**config.mk**
```make
export PLATFORM = sky130hd
export DESIGN_NAME = axil_master_flat
export DESIGN_NICKNAME = d
export VERILOG_FILES = /design/src/rtl/axil_master_if.sv /design/src/rtl/axil_master.sv /design/src/flat_wrapper.sv
export SDC_FILE = /design/constraint.sdc
export NUM_CORES = 1
export LEC_CHECK = 0
export BUFFER_PORTS_ARGS = -buffer_cell sky130_fd_sc_hd__buf_2
export CORE_MARGIN = 2
export CORE_UTILIZATION = 51
export CTS_BUF_LIST = sky130_fd_sc_hd__clkbuf_8 sky130_fd_sc_hd__clkbuf_16
export DETAILED_ROUTE_END_ITERATION = 16
export HOLD_SLACK_MARGIN = 0.1
export PLACE_DENSITY = 0.82
export SYNTH_ARGS = -nofsm -noshare
export SYNTH_HDL_FRONTEND = slang
export SYNTH_SLANG_ARGS = --single-unit
export TNS_END_PERCENT = 10
```
**constraint.sdc**
```tcl
create_clock -name clk -period 5.8 [get_ports clk]
set_clock_uncertainty 0.2 [all_clocks]
set_input_delay 1.16 -clock clk [delete_from_list [all_inputs] [get_ports clk]]
set_output_delay 1.16 -clock clk [all_outputs]
set_load 0.005 [all_outputs]
```
**src/rtl/axil_master_if.sv**
```systemverilog
`default_nettype none
// ============================================================================
// Module   : axil_master_if
// Purpose  : AXI4-Lite bus bundle between a single master and a single slave.
//            Carries the AW, W, B, AR and R channel signals.
// Params   : ADDR_W - address width, DATA_W - data width (8/16/32/64)
// Modports : master - drives addresses, data, valids and response readies
//            slave  - drives address/data readies, responses and read data
// Revision : 1.0 - initial release
// ============================================================================
interface axil_master_if #(
    parameter int ADDR_W = 4,
    parameter int DATA_W = 8
);
    localparam int STRB_W = DATA_W / 8;

    logic [ADDR_W-1:0] awaddr;
    logic              awvalid;
    logic              awready;
    logic [DATA_W-1:0] wdata;
    logic [STRB_W-1:0] wstrb;
    logic              wvalid;
    logic              wready;
    logic [1:0]        bresp;
    logic              bvalid;
    logic              bready;
    logic [ADDR_W-1:0] araddr;
    logic              arvalid;
    logic              arready;
    logic [DATA_W-1:0] rdata;
    logic [1:0]        rresp;
    logic              rvalid;
    logic              rready;

    modport master (
        output awaddr, awvalid, wdata, wstrb, wvalid, bready,
        output araddr, arvalid, rready,
        input  awready, wready, bresp, bvalid,
        input  arready, rdata, rresp, rvalid
    );

    modport slave (
        input  awaddr, awvalid, wdata, wstrb, wvalid, bready,
        input  araddr, arvalid, rready,
        output awready, wready, bresp, bvalid,
        output arready, rdata, rresp, rvalid
    );
endinterface
`default_nettype wire

```
**src/rtl/axil_master.sv**
```systemverilog
`default_nettype none
// ============================================================================
// Module   : axil_master
// Purpose  : Single-outstanding AXI4-Lite master. A user write request and a
//            user read request are turned into AXI-Lite transactions by two
//            independent state machines that may run concurrently. Every
//            output is registered. A saturating counter tracks non-OKAY
//            responses from both channels.
// Params   : ADDR_W - address width, DATA_W - data width (8/16/32/64)
// Ports    : clk, rst (synchronous, active-high)
//            wr_req/wr_addr/wr_data/wr_strb -> wr_ready, wr_done, wr_resp
//            rd_req/rd_addr                 -> rd_ready, rd_done, rd_data,
//                                              rd_resp
//            err_cnt                        -  saturating error count
//            axi                            -  AXI4-Lite master modport
// Revision : 1.0 - initial release
// ============================================================================
module axil_master #(
    parameter  int ADDR_W = 4,
    parameter  int DATA_W = 8,
    localparam int STRB_W = DATA_W / 8
) (
    input  wire logic              clk,
    input  wire logic              rst,
    // user write side
    input  wire logic              wr_req,
    input  wire logic [ADDR_W-1:0] wr_addr,
    input  wire logic [DATA_W-1:0] wr_data,
    input  wire logic [STRB_W-1:0] wr_strb,
    output logic                   wr_ready,
    output logic                   wr_done,
    output logic [1:0]             wr_resp,
    // user read side
    input  wire logic              rd_req,
    input  wire logic [ADDR_W-1:0] rd_addr,
    output logic                   rd_ready,
    output logic                   rd_done,
    output logic [DATA_W-1:0]      rd_data,
    output logic [1:0]             rd_resp,
    // status
    output logic [7:0]             err_cnt,
    // AXI4-Lite bus
    axil_master_if.master          axi
);

    localparam logic [1:0] W_IDLE = 2'd0;
    localparam logic [1:0] W_SEND = 2'd1;
    localparam logic [1:0] W_RESP = 2'd2;

    localparam logic [1:0] R_IDLE = 2'd0;
    localparam logic [1:0] R_ADDR = 2'd1;
    localparam logic [1:0] R_DATA = 2'd2;

    // ------------------------------------------------------------------
    // Registered outputs
    // ------------------------------------------------------------------
    logic [1:0]        r_wstate;
    logic              r_wr_ready;
    logic              r_wr_done;
    logic [1:0]        r_wr_resp;
    logic [ADDR_W-1:0] r_awaddr;
    logic              r_awvalid;
    logic [DATA_W-1:0] r_wdata;
    logic [STRB_W-1:0] r_wstrb;
    logic              r_wvalid;
    logic              r_bready;

    logic [1:0]        r_rstate;
    logic              r_rd_ready;
    logic              r_rd_done;
    logic [DATA_W-1:0] r_rd_data;
    logic [1:0]        r_rd_resp;
    logic [ADDR_W-1:0] r_araddr;
    logic              r_arvalid;
    logic              r_rready;

    logic [7:0]        r_err_cnt;

    // ------------------------------------------------------------------
    // Handshake decode
    // ------------------------------------------------------------------
    logic w_aw_hs;
    logic w_w_hs;
    logic w_b_hs;
    logic w_ar_hs;
    logic w_r_hs;
    logic w_aw_clear;
    logic w_w_clear;

    assign w_aw_hs = r_awvalid & axi.awready;
    assign w_w_hs  = r_wvalid  & axi.wready;
    assign w_b_hs  = r_bready  & axi.bvalid;
    assign w_ar_hs = r_arvalid & axi.arready;
    assign w_r_hs  = r_rready  & axi.rvalid;

    // A channel counts as finished when its valid is already low or it
    // completes its handshake this cycle, so AW and W may finish in any
    // order or together.
    assign w_aw_clear = ~r_awvalid | axi.awready;
    assign w_w_clear  = ~r_wvalid  | axi.wready;

    // ------------------------------------------------------------------
    // Write state machine
    // ready is held low during the done-pulse cycle so a request that
    // coincides with wr_done is not taken; it rises one cycle later.
    // ------------------------------------------------------------------
    always_ff @(posedge clk) begin
        if (rst) begin
            r_wstate   <= W_IDLE;
            r_wr_ready <= 1'b1;
            r_wr_done  <= 1'b0;
            r_wr_resp  <= 2'b00;
            r_awaddr   <= '0;
            r_awvalid  <= 1'b0;
            r_wdata    <= '0;
            r_wstrb    <= '0;
            r_wvalid   <= 1'b0;
            r_bready   <= 1'b0;
        end else begin
            r_wr_done <= 1'b0;
            case (r_wstate)
                W_IDLE: begin
                    if (!r_wr_ready) begin
                        r_wr_ready <= 1'b1;
                    end else if (wr_req) begin
                        r_awaddr   <= wr_addr;
                        r_wdata    <= wr_data;
                        r_wstrb    <= wr_strb;
                        r_awvalid  <= 1'b1;
                        r_wvalid   <= 1'b1;
                        r_wr_ready <= 1'b0;
                        r_wstate   <= W_SEND;
                    end
                end
                W_SEND: begin
                    if (w_aw_hs) begin
                        r_awvalid <= 1'b0;
                    end
                    if (w_w_hs) begin
                        r_wvalid <= 1'b0;
                    end
                    if (w_aw_clear && w_w_clear) begin
                        r_bready <= 1'b1;
                        r_wstate <= W_RESP;
                    end
                end
                W_RESP: begin
                    if (w_b_hs) begin
                        r_bready  <= 1'b0;
                        r_wr_done <= 1'b1;
                        r_wr_resp <= axi.bresp;
                        r_wstate  <= W_IDLE;
                    end
                end
                default: begin
                    r_wstate   <= W_IDLE;
                    r_wr_ready <= 1'b1;
                    r_awvalid  <= 1'b0;
                    r_wvalid   <= 1'b0;
                    r_bready   <= 1'b0;
                end
            endcase
        end
    end

    // ------------------------------------------------------------------
    // Read state machine (same ready/done relationship as the write side)
    // ------------------------------------------------------------------
    always_ff @(posedge clk) begin
        if (rst) begin
            r_rstate   <= R_IDLE;
            r_rd_ready <= 1'b1;
            r_rd_done  <= 1'b0;
            r_rd_data  <= '0;
            r_rd_resp  <= 2'b00;
            r_araddr   <= '0;
            r_arvalid  <= 1'b0;
            r_rready   <= 1'b0;
        end else begin
            r_rd_done <= 1'b0;
            case (r_rstate)
                R_IDLE: begin
                    if (!r_rd_ready) begin
                        r_rd_ready <= 1'b1;
                    end else if (rd_req) begin
                        r_araddr   <= rd_addr;
                        r_arvalid  <= 1'b1;
                        r_rd_ready <= 1'b0;
                        r_rstate   <= R_ADDR;
                    end
                end
                R_ADDR: begin
                    if (w_ar_hs) begin
                        r_arvalid <= 1'b0;
                        r_rready  <= 1'b1;
                        r_rstate  <= R_DATA;
                    end
                end
                R_DATA: begin
                    if (w_r_hs) begin
                        r_rready  <= 1'b0;
                        r_rd_done <= 1'b1;
                        r_rd_data <= axi.rdata;
                        r_rd_resp <= axi.rresp;
                        r_rstate  <= R_IDLE;
                    end
                end
                default: begin
                    r_rstate   <= R_IDLE;
                    r_rd_ready <= 1'b1;
                    r_arvalid  <= 1'b0;
                    r_rready   <= 1'b0;
                end
            endcase
        end
    end

    // ------------------------------------------------------------------
    // Saturating error counter; both channels can report in one cycle.
    // ------------------------------------------------------------------
    logic       w_wr_err;
    logic       w_rd_err;
    logic [1:0] w_err_inc;
    logic [8:0] w_err_sum;

    assign w_wr_err  = (r_wstate == W_RESP) && w_b_hs && (axi.bresp != 2'b00);
    assign w_rd_err  = (r_rstate == R_DATA) && w_r_hs && (axi.rresp != 2'b00);
    assign w_err_inc = {1'b0, w_wr_err} + {1'b0, w_rd_err};
    assign w_err_sum = {1'b0, r_err_cnt} + {7'd0, w_err_inc};

    always_ff @(posedge clk) begin
        if (rst) begin
            r_err_cnt <= 8'd0;
        end else if (w_err_sum[8]) begin
            r_err_cnt <= 8'hFF;
        end else begin
            r_err_cnt <= w_err_sum[7:0];
        end
    end

    // ------------------------------------------------------------------
    // Output mapping
    // ------------------------------------------------------------------
    assign wr_ready    = r_wr_ready;
    assign wr_done     = r_wr_done;
    assign wr_resp     = r_wr_resp;
    assign rd_ready    = r_rd_ready;
    assign rd_done     = r_rd_done;
    assign rd_data     = r_rd_data;
    assign rd_resp     = r_rd_resp;
    assign err_cnt     = r_err_cnt;

    assign axi.awaddr  = r_awaddr;
    assign axi.awvalid = r_awvalid;
    assign axi.wdata   = r_wdata;
    assign axi.wstrb   = r_wstrb;
    assign axi.wvalid  = r_wvalid;
    assign axi.bready  = r_bready;
    assign axi.araddr  = r_araddr;
    assign axi.arvalid = r_arvalid;
    assign axi.rready  = r_rready;

endmodule
`default_nettype wire

```
**src/flat_wrapper.sv**
```systemverilog
// flat-port wrapper written by rule: the top's interface ports become plain ports
module axil_master_flat 
#(
    parameter  int ADDR_W = 4,
    parameter  int DATA_W = 8,
    localparam int STRB_W = DATA_W / 8
)
  (clk, rst, wr_req, wr_addr, wr_data, wr_strb, wr_ready, wr_done, wr_resp, rd_req, rd_addr, rd_ready, rd_done, rd_data, rd_resp, err_cnt, axi_awaddr, axi_awvalid, axi_wdata, axi_wstrb, axi_wvalid, axi_bready, axi_araddr, axi_arvalid, axi_rready, axi_awready, axi_wready, axi_bresp, axi_bvalid, axi_arready, axi_rdata, axi_rresp, axi_rvalid);
  axil_master_if #(.ADDR_W(ADDR_W), .DATA_W(DATA_W)) axi_i ();
  input  wire logic clk;
  input  wire logic rst;
  input  wire logic wr_req;
  input  wire logic [ADDR_W-1:0] wr_addr;
  input  wire logic [DATA_W-1:0] wr_data;
  input  wire logic [STRB_W-1:0] wr_strb;
  output logic wr_ready;
  output logic wr_done;
  output logic [1:0] wr_resp;
  input  wire logic rd_req;
  input  wire logic [ADDR_W-1:0] rd_addr;
  output logic rd_ready;
  output logic rd_done;
  output logic [DATA_W-1:0] rd_data;
  output logic [1:0] rd_resp;
  output logic [7:0] err_cnt;
  output wire logic [$bits(axi_i.awaddr)-1:0] axi_awaddr;
  output wire logic [$bits(axi_i.awvalid)-1:0] axi_awvalid;
  output wire logic [$bits(axi_i.wdata)-1:0] axi_wdata;
  output wire logic [$bits(axi_i.wstrb)-1:0] axi_wstrb;
  output wire logic [$bits(axi_i.wvalid)-1:0] axi_wvalid;
  output wire logic [$bits(axi_i.bready)-1:0] axi_bready;
  output wire logic [$bits(axi_i.araddr)-1:0] axi_araddr;
  output wire logic [$bits(axi_i.arvalid)-1:0] axi_arvalid;
  output wire logic [$bits(axi_i.rready)-1:0] axi_rready;
  input wire logic [$bits(axi_i.awready)-1:0] axi_awready;
  input wire logic [$bits(axi_i.wready)-1:0] axi_wready;
  input wire logic [$bits(axi_i.bresp)-1:0] axi_bresp;
  input wire logic [$bits(axi_i.bvalid)-1:0] axi_bvalid;
  input wire logic [$bits(axi_i.arready)-1:0] axi_arready;
  input wire logic [$bits(axi_i.rdata)-1:0] axi_rdata;
  input wire logic [$bits(axi_i.rresp)-1:0] axi_rresp;
  input wire logic [$bits(axi_i.rvalid)-1:0] axi_rvalid;
  assign axi_awaddr = axi_i.awaddr;
  assign axi_awvalid = axi_i.awvalid;
  assign axi_wdata = axi_i.wdata;
  assign axi_wstrb = axi_i.wstrb;
  assign axi_wvalid = axi_i.wvalid;
  assign axi_bready = axi_i.bready;
  assign axi_araddr = axi_i.araddr;
  assign axi_arvalid = axi_i.arvalid;
  assign axi_rready = axi_i.rready;
  assign axi_i.awready = axi_awready;
  assign axi_i.wready = axi_wready;
  assign axi_i.bresp = axi_bresp;
  assign axi_i.bvalid = axi_bvalid;
  assign axi_i.arready = axi_arready;
  assign axi_i.rdata = axi_rdata;
  assign axi_i.rresp = axi_rresp;
  assign axi_i.rvalid = axi_rvalid;
  axil_master #(.ADDR_W(ADDR_W), .DATA_W(DATA_W)) u_core (.clk(clk), .rst(rst), .wr_req(wr_req), .wr_addr(wr_addr), .wr_data(wr_data), .wr_strb(wr_strb), .wr_ready(wr_ready), .wr_done(wr_done), .wr_resp(wr_resp), .rd_req(rd_req), .rd_addr(rd_addr), .rd_ready(rd_ready), .rd_done(rd_done), .rd_data(rd_data), .rd_resp(rd_resp), .err_cnt(err_cnt), .axi(axi_i));
endmodule
```
==> results of run 1 <==
==> area by class of cell <==
| cell class | instances | area [sq um] |
|---|---|---|
| Clock buffer | 6 | 82.6 |
| Clock inverter | 2 | 17.5 |
| Fill cell | 344 | 1360 |
| Inverter | 10 | 37.5 |
| Multi-Input combinational cell | 168 | 998 |
| Sequential cell | 50 | 1000 |
| Tap cell | 50 | 62.6 |
| Timing Repair Buffer | 83 | 415 |
==> cells in the mapped netlist, drive strengths merged <==
cell    number
a21boi       3
nor3         5
nor2        13
nand2       52
a211oi       3
nand4        2
xor2         2
o31ai        1
a221oi       2
a31oi        3
inv         10
or2          1
a21oi       31
ha           7
nand2b       7
nand3        6
nor2b        3
mux2i       12
or4          1
o21bai       2
buf          7
dfxtp       50
clkbuf       5
o21ai        5
o32ai        1
and3         3
a21o         1
fa           1
nor3b        1
==> through the flow <==
step	utilization, %	power, uW	hold WS [ps]	instances
6_report	65.8	908	254	369
2_1_floorplan	-	623	253	240
3_5_place_dp	63.3	707	243	361
3_3_place_gp	63.3	701	240	361
4_1_cts	65.8	919	256	369
5_1_grt	65.8	977	276	369
==> registers in the layout (all words and copies together) (netlist names), 2 cells and up <==
register,count
u_core.axi.awaddr,4
u_core.axi.araddr,4
u_core.wr_resp,2
u_core.r_wstate,2
u_core.err_cnt,8
u_core.r_rstate,2
u_core.rd_data,8
u_core.rd_resp,2
u_core.axi.wdata,8
==> kinds of logic (layout without fill, tap and decap cells) <==
kind of cell / Yosys count / after routing / share of synthesized area, %
flops: 50 / 50 / 47.8
xor+xnor: 2 / 2 / 0.837
simple gates: 94 / 94 / 20.9
fa+ha+maj: 8 / 8 / 5.14
buf+inv: 22 / 101 / 4.48
compound gates: 52 / 52 / 15.1
mux: 12 / 12 / 5.74
==> routing by layer <==
| metal | up-vias | wire length, um |
|---|---|---|
| met3 | 5 | 305 |
| li1 | 964 | - |
| met5 | - | 0 |
| met2 | 59 | 2050 |
| met4 | 0 | 43 |
| met1 | 802 | 1950 |
==> worst min-delay path: stages, from the launching register on <==
cell,delay (ps)
dfxtp_1,320
nand2_1,50
a21oi_1,50
==> worst max path at each step <==
stage	to	slack [ps]
CTS	u_core.err_cnt[0]$_SDFF_PP0_	2710
global placement	u_core.err_cnt[1]$_SDFF_PP0_	2490
global route	u_core.err_cnt[0]$_SDFF_PP0_	2550
floorplan	u_core.err_cnt[0]$_SDFF_PP0_	2800
finish	u_core.err_cnt[0]$_SDFF_PP0_	2710
detailed placement	u_core.err_cnt[1]$_SDFF_PP0_	2400
==> power groups by stage <==
stage | sequential (uW) | clock [uW] | combinational [uW]
final | 425 | 209 | 273
after global routing | 434 | 233 | 310
after CTS | 426 | 218 | 275
after detailed placement | 433 | 0 | 274
after global placement | 431 | 0 | 270
after floorplan | 435 | 0 | 188
==> reports/results.ini, run 1 <==
[sta]
worst_pin_slew_ps = 914
fin_setup_tns_ps = 0
relSlewSlack_pct = 39.1
max_freq_mhz = 324
rsz0062_at_grt = false
worst_slack_ps = 2710
min_period_over_period_pct = 53.3
final-max-slew-violation-count = 0
layout_min_cycle_time_ps = 3090
setup_viol = 0
hold_viol = 0

[route]
drt_first_pass_iters = 4
drt-vias-per-instance = 4.96
wire_per_inst_um = 11.8
wirelength_um = 4350
drc = 0
vias = 1830
ant_nets = 0
drt_iter0_drc = 113

[grt]
grt_first_pass_wirelength_um = 6720
antenna_found_initial = 0
grt_pass1_vias = 1586
use_met3_pct = 5.59
grt_max_degree = 53
track_usage_pct = 19.1
grt-busiest-layer = met2
overflow = 0
grtUsageMet2_pct = 32.5
grt_util_met1_pct = 23.0

[power]
p_per_area_mw_per_mm2 = 347
p_switching_uw = 291
leakage_uw = 0.00124
ir_worst_vdd_mv = 0.200
p_int_uw = 617
combPwrFrac_pct = 30.1
power_frac_seq_pct = 46.9
switching_share_pct = 32.0
p_clk_share_pct = 23.1

[setup_path]
critPathKind = primary input to flip-flop
timing.critical_path.buf_inv = 3
reg2regPathDepth = 10
cp-start-kind = primary input
ff2ff_setup_slack_ps = 2940
critPathTopFamily = adder cells
crit_fanout = 11
setup.worst_path.start = axi_rvalid
r2r_start = u_core.r_rstate[0]$_SDFFE_PP0P_
end_kind = flip-flop
critPathMaxStageDelay_ps = 410
crit_required_ps = 5830
critPathArrivalTime_ps = 3120
timing.rr.end = u_core.err_cnt[0]$_SDFF_PP0_
cp_num_cells = 9
path_cells = buf_2, and3_1, o21ai_0, fa_1, inv_1, ha_1, inv_1, or2_4, a21oi_2
slowest_stage = fa_1
cp_common_cell = inv_1

[cts]
path_clk_slew_ps = 90
clockRootBuffer = clkbuf_8
clk_latency_ps = 300
cts_buffers = 5
cts_resized = 0
clock_path_buffers = 2
cts_num_sinks = 50
cts_setup_buffers = 0
cts_hold_buf = 0
cts_tree = done
htree_levels = 2

[floorplanning]
core.rowCount = 23
start_util_pct = 52.7
fp.dieW_um = 68.1
core_sq_mm = 0.00397
die_area_sq_mm = 0.00463
ioPinCount = 84
die-height_um = 68.1

[place]
dp_slack_ps = 2400
dp_hpwl_um = 3210
io_buffers = 83
post_dp_cell_area_sq_mm = 0.00251
gp_congestion = 0.865

[status]
outcome = completed

[worst_hold_path]
min_from = u_core.axi.wdata[5]$_SDFFE_PP0P_
hold-path-endpoint = u_core.axi.wdata[5]$_SDFFE_PP0P_
hp-class = flip-flop to flip-flop
hold_depth = 2

[yosys]
synth_area_leaders = dfxtp_1 (48%), nand2_1 (9.3%), a21oi_1 (6.5%)
ys_ff_latch = 50
synth_area_sq_mm = 0.00209
syn_nets = 286
synth_cell_type_count = 35
yosysSeqAreaShare_pct = 47.8
yosys.area.top_type_share_pct = 47.8
synth_area_leader_cell = dfxtp_1
synthCells = 240
synth_warnings = 0
syn_area_per_cell_sq_um = 8.72

[finish]
fin_area_sq_mm = 0.00262
layout_commonest_cell = buf_2
diodes = 0
layout_common_cells = buf_2 (83), nand2_1 (52), dfxtp_1 (50)
syn_to_final_growth_pct = 24.9
nets = 364
layout-drive-gt1-share_pct = 31.0

[run]
cap_violations = 0

Power figures use the tool's default switching activity.
==> run 2, diff against run 1 <==
- ABC_AREA: not set -> 1
- CORE_UTILIZATION: 51 -> 48
- PLACE_DENSITY: 0.82 -> 0.77
- clock period: 5.8 -> 3.15 ns (I/O delays scaled with it)
==> run 2 against run 1 <==
  * Synthesized cell count rose by 20%
  * Clock power rose by 100%
  * Critical path depth rose by 5
  * Highest routed layer unchanged
==> reports/results.ini, run 2 <==
[status]
outcome = completed

[route]
drt_first_pass_iters = 4
drt-vias-per-instance = 4.85
drt_iter0_drc = 126
wirelength_um = 4770
wire_per_inst_um = 11.2
drc = 0
ant_nets = 0
vias = 2057

[power]
power_frac_seq_pct = 42.1
p_per_area_mw_per_mm2 = 734
finalPower_uw = 1990
p_int_uw = 1280
p_clk_share_pct = 21.4
leakage_uw = 0.00138
p_switching_uw = 714
switching_share_pct = 35.9
combPwrFrac_pct = 36.5
ir_worst_vdd_mv = 0.418

[floorplanning]
die-height_um = 71.3
core.rowCount = 24
start_util_pct = 49.9
ioPinCount = 84
die_area_sq_mm = 0.00509
core_sq_mm = 0.00435
fp.dieW_um = 71.3

[place]
io_buffers = 83
dp.cells = 416
post_dp_cell_area_sq_mm = 0.00261
dp_hpwl_um = 3520
gp_congestion = 0.853
dp_slack_ps = 448

[sta]
max_freq_mhz = 387
worst_slack_ps = 567
layout_min_cycle_time_ps = 2580
rsz0062_at_grt = false
hold_viol = 0
worst_pin_slew_ps = 530
setup_viol = 0
relSlewSlack_pct = 64.6
final-max-slew-violation-count = 0
min_period_over_period_pct = 82.0
fin_setup_tns_ps = 0

[grt]
grt_first_pass_wirelength_um = 8020
grt_max_degree = 37
track_usage_pct = 19.5
grt_pass1_vias = 1910
overflow = 0
antenna_found_initial = 0

[cts]
cts_tree = done
cts_buffers = 5
cts_setup_buffers = 0
cts_hold_buf = 0
cts_resized = 0
htree_levels = 2
cts_num_sinks = 50
path_clk_slew_ps = 90
clockRootBuffer = clkbuf_8
clock_path_buffers = 2
clk_latency_ps = 290

[finish]
fin_area_sq_mm = 0.00272
nets = 417
diodes = 0
layout-drive-gt1-share_pct = 29.3
syn_to_final_growth_pct = 24.9
layout_commonest_cell = buf_2
fin_cells = 424
layout_common_cells = buf_2 (83), nor2_1 (60), dfxtp_1 (50)

[yosys]
yosysSeqAreaShare_pct = 46.0
synth_edf_count = 0
synthCells = 288
yosys.area.top_type_share_pct = 46.0
synth_warnings = 0
synth_area_leaders = dfxtp_1 (46%), nor2_1 (10%), o21ai_0 (7.4%)
async_flop_share_pct = 0
synth_most_common_cell = nor2_1
synth_area_sq_mm = 0.00217
yosys-top-cells-count = nor2_1 (60), dfxtp_1 (50), nand2_1 (42)
syn_nets = 334
ys_ff_latch = 50
synth_cell_type_count = 25
synth_area_leader_cell = dfxtp_1
synth_flop_cell = dfxtp_1
syn_area_per_cell_sq_um = 7.55

[setup_path]
setup.worst_path.start = u_core.r_wstate[0]$_SDFFE_PP0P_
critPathArrivalTime_ps = 2630
critPathKind = flip-flop to flip-flop
cp-start-kind = flip-flop
r2r_start = u_core.r_wstate[0]$_SDFFE_PP0P_
end_kind = flip-flop
crit_required_ps = 3190
crit_fanout = 6

[worst_hold_path]
min_from = u_core.rd_resp[1]$_SDFFE_PP0P_
hp-class = flip-flop to flip-flop

[run]
cap_violations = 0

run 2: cell types whose count changed in the layout (fill, tap and decap cells not counted), sizes merged, moves of 4 or more:
cell    delta
nand2      -5
nor2      +54
nor3       -4
o21ai     +30
mux2i     -12
inv       +24
nand3      +7
nand2b     -7
a21oi     -15
run 2: final cells by class:
class	instances	area [sq um]
fill	396	1640
sequential	50	1000
multi-input combinational	196	986
timing repair buffer	84	423
inverter	34	130
clock buffer	8	110
tap	52	65.1
run 2: cells by family (layout without fill, tap and decap cells):
family / Yosys count / count (layout) / share of synthesized area (%)
flops: 50 / 50 / 46.0
fa+ha+maj: 8 / 8 / 4.95
compound gates: 55 / 55 / 13.0
xor+xnor: 1 / 1 / 0.403
buf+inv: 42 / 126 / 8.63
simple gates: 132 / 132 / 27.0
run 2: power groups by stage:
stage	sequential [uW]	combinational [uW]	clock (uW)
floorplan	860	512	0
global placement	850	711	0
detailed placement	852	732	0
CTS	840	735	436
global route	859	849	456
finish	839	727	425
run 2: critical path: stages (launching register included):
cell and delay, ps:
dfxtp_1 330, inv_1 100, ha_1 190, inv_1 70, nor2_1 190, o21ai_0 160, fa_1 470, inv_1 100
ha_1 190, nand2_2 110, nor2_4 120, nand2_2 110, nand3_2 90, nand2_1 40, inv_1 70
run 2: final timing paths:
path / to / slack [ps] / cells after the start
hold reg to reg: u_core.rd_resp[1]$_SDFFE_PP0P_ / 260 / 2
setup reg to reg: u_core.err_cnt[5]$_SDFF_PP0_ / 570 / 14
hold / removal: u_core.rd_resp[1]$_SDFFE_PP0P_ / 260 / 2
setup / recovery: u_core.err_cnt[5]$_SDFF_PP0_ / 570 / 14
run 2: metrics by stage:
stage	util, %	hold WS (ps)
floorplan	-	250
global placement	59.8	247
detailed placement	59.8	254
CTS	62.4	266
global route	62.4	284
finish	62.4	263
run 2: metal layers:
layer	vias to the layer above	track usage, %	wire length, um
met5	-	0	0
met4	0	7.13	55
met3	5	3.80	254
met2	58	33.6	2300
met1	914	24.1	2160
li1	1080	-	-
==> run 3, diff against run 2 <==
- CORE_UTILIZATION: 48 -> 43
- PLACE_DENSITY: 0.77 -> 0.73
- clock period: 3.15 -> 2.3 ns (I/O delays scaled with it)
==> run 3 against run 2 <==
  * Setup slack worse by 410 ps
  * Worst hold slack lost 85 ps
  * Critical endpoint unchanged
  * Count of clock-buffer cells in the layout is 3 lower
  * Non-clock buffer count up 7
  * Core utilization decreased by 3.3 points
  * Sequential share of layout area decreased by 1.4 points
  * Die area rose by 11%
  * Largest cell class is now multi-input gates
  * Register-to-register slack lost 410 ps
  * Power up 40%
  * Via count increased by 1.2%
==> reports/results.ini, run 3 (synthesized netlist as in run 2, its figures left out) <==
[status]
outcome = completed

[setup_path]
reg2regPathDepth = 14
critPathKind = flip-flop to flip-flop
critPathMaxStageDelay_ps = 360
cp-start-kind = flip-flop
crit_required_ps = 2350
cp_num_cells = 14
critPathArrivalTime_ps = 2200
path_cells = inv_1, ha_1, inv_1, nor2_4, o21ai_2, fa_2, inv_2, ha_4, nand2_4, nor2_4, nand2_4, nand3_2, nand2_1, inv_1
cp_common_cell = inv_1
slowest_stage = fa_2
timing.critical_path.buf_inv = 4
critPathTopFamily = adder cells
crit_fanout = 6
end_kind = flip-flop
ff2ff_setup_slack_ps = 160

[place]
dp_hpwl_um = 3410
io_buffers = 83
post_dp_cell_area_sq_mm = 0.00268
gp_congestion = 0.850
dp.cells = 438

[power]
p_switching_uw = 994
p_int_uw = 1800
power_frac_seq_pct = 41.0
p_clk_share_pct = 21.3
ir_worst_vdd_mv = 0.489
combPwrFrac_pct = 37.6
switching_share_pct = 35.6
leakage_uw = 0.00144
p_per_area_mw_per_mm2 = 990

[grt]
grt_max_degree = 37
antenna_found_initial = 0
grt_first_pass_wirelength_um = 7770
track_usage_pct = 17.6
grt_pass1_vias = 1866
overflow = 0

[sta]
relSlewSlack_pct = 65.4
layout_min_cycle_time_ps = 2140
setup_viol = 0
max_freq_mhz = 467
worst_pin_slew_ps = 518
final-max-slew-violation-count = 0
min_period_over_period_pct = 93.1
fin_setup_tns_ps = 0
hold_viol = 0
rsz0062_at_grt = false

[route]
drt_iter0_drc = 100
vias = 2082
drc = 0
wire_per_inst_um = 10.5
wirelength_um = 4690
drt-vias-per-instance = 4.67
ant_nets = 0
drt_first_pass_iters = 4

[cts]
htree_levels = 2
cts_hold_buf = 0
cts_num_sinks = 50
cts_tree = done
clock_path_buffers = 2
clockRootBuffer = clkbuf_8
clk_latency_ps = 300
path_clk_slew_ps = 90
cts_buffers = 5
cts_setup_buffers = 0

[finish]
layout_commonest_cell = buf_2
diodes = 0
final_util_pct = 59.0
fin_area_sq_mm = 0.00283
syn_to_final_growth_pct = 29.9
fin_cells = 446
layout_common_cells = buf_2 (83), nor2_1 (59), dfxtp_1 (50)
layout-drive-gt1-share_pct = 31.9
nets = 424

[floorplanning]
ioPinCount = 84
fp.dieW_um = 75.1
die-height_um = 75.1
core_sq_mm = 0.00479
core.rowCount = 25
start_util_pct = 45.4
die_area_sq_mm = 0.00564

[run]
cap_violations = 0

[worst_hold_path]
hold_depth = 3
hp-class = primary input to flip-flop

[run 3: cell types whose count changed in the layout (fill, tap and decap cells not counted), moves of 2 or more]
cell and change:
o21ai_0 -2, nand2_2 -2, clkbuf_8 -3, o21ai_2 +2, ha_1 -2, buf_4 +7, nand2_4 +2
[run 3: power groups by stage]
stage	clock (uW)	combinational [uW]	sequential, uW
detailed placement	0	1040	1170
finish	597	1050	1150
CTS	620	1050	1150
floorplan	0	702	1180
global placement	0	1030	1160
global route	648	1210	1170
[run 3: tightest hold or removal path, cell delays in order]
cell and delay, ps:
buf_2 70, nor2_1 30, nor2_1 80
[run 3: through the flow]
step | hold slack (ps) | setup slack [ps] | power [uW]
2_1_floorplan | 250 | 1.47 | 1880
3_3_place_gp | 248 | -33.3 | 2190
3_5_place_dp | 251 | -83.0 | 2210
4_1_cts | 168 | 8.02 | 2820
5_1_grt | 179 | 20.4 | 3030
6_report | 178 | 158 | 2800
[run 3: layer usage]
layer  track usage, %  vias up  wire length (um)
met1             22.5      922              2160
met5                0        -                 0
met3             4.28        5               308
li1                 -     1095                 -
met4             6.94        0                70
met2             28.7       60              2160
[run 3: what timing repair did]
item	in CTS	in global routing
gates resized for setup	2	9
pin swaps	0	3
setup endpoints to repair	7	7
[run 3: cell type report]
type / instances / area (sq um)
Clock buffer: 5 / 68.8
Clock inverter: 3 / 37.5
Fill cell: 459 / 1960
Inverter: 34 / 130
Multi-Input combinational cell: 196 / 1030
Sequential cell: 50 / 1000
Tap cell: 67 / 83.8
Timing Repair Buffer: 91 / 475
[run 3: final timing paths]
kind | endpoint | start
worst max register to register | u_core.err_cnt[5]$_SDFF_PP0_ | u_core.r_wstate[0]$_SDFFE_PP0P_
worst max-delay path | u_core.err_cnt[5]$_SDFF_PP0_ | u_core.r_wstate[0]$_SDFFE_PP0P_
worst min register to register | u_core.axi.arvalid$_SDFFE_PP0P_ | u_core.axi.arvalid$_SDFFE_PP0P_
worst min-delay path | u_core.axi.awaddr[3]$_SDFFE_PP0P_ | wr_addr[3]
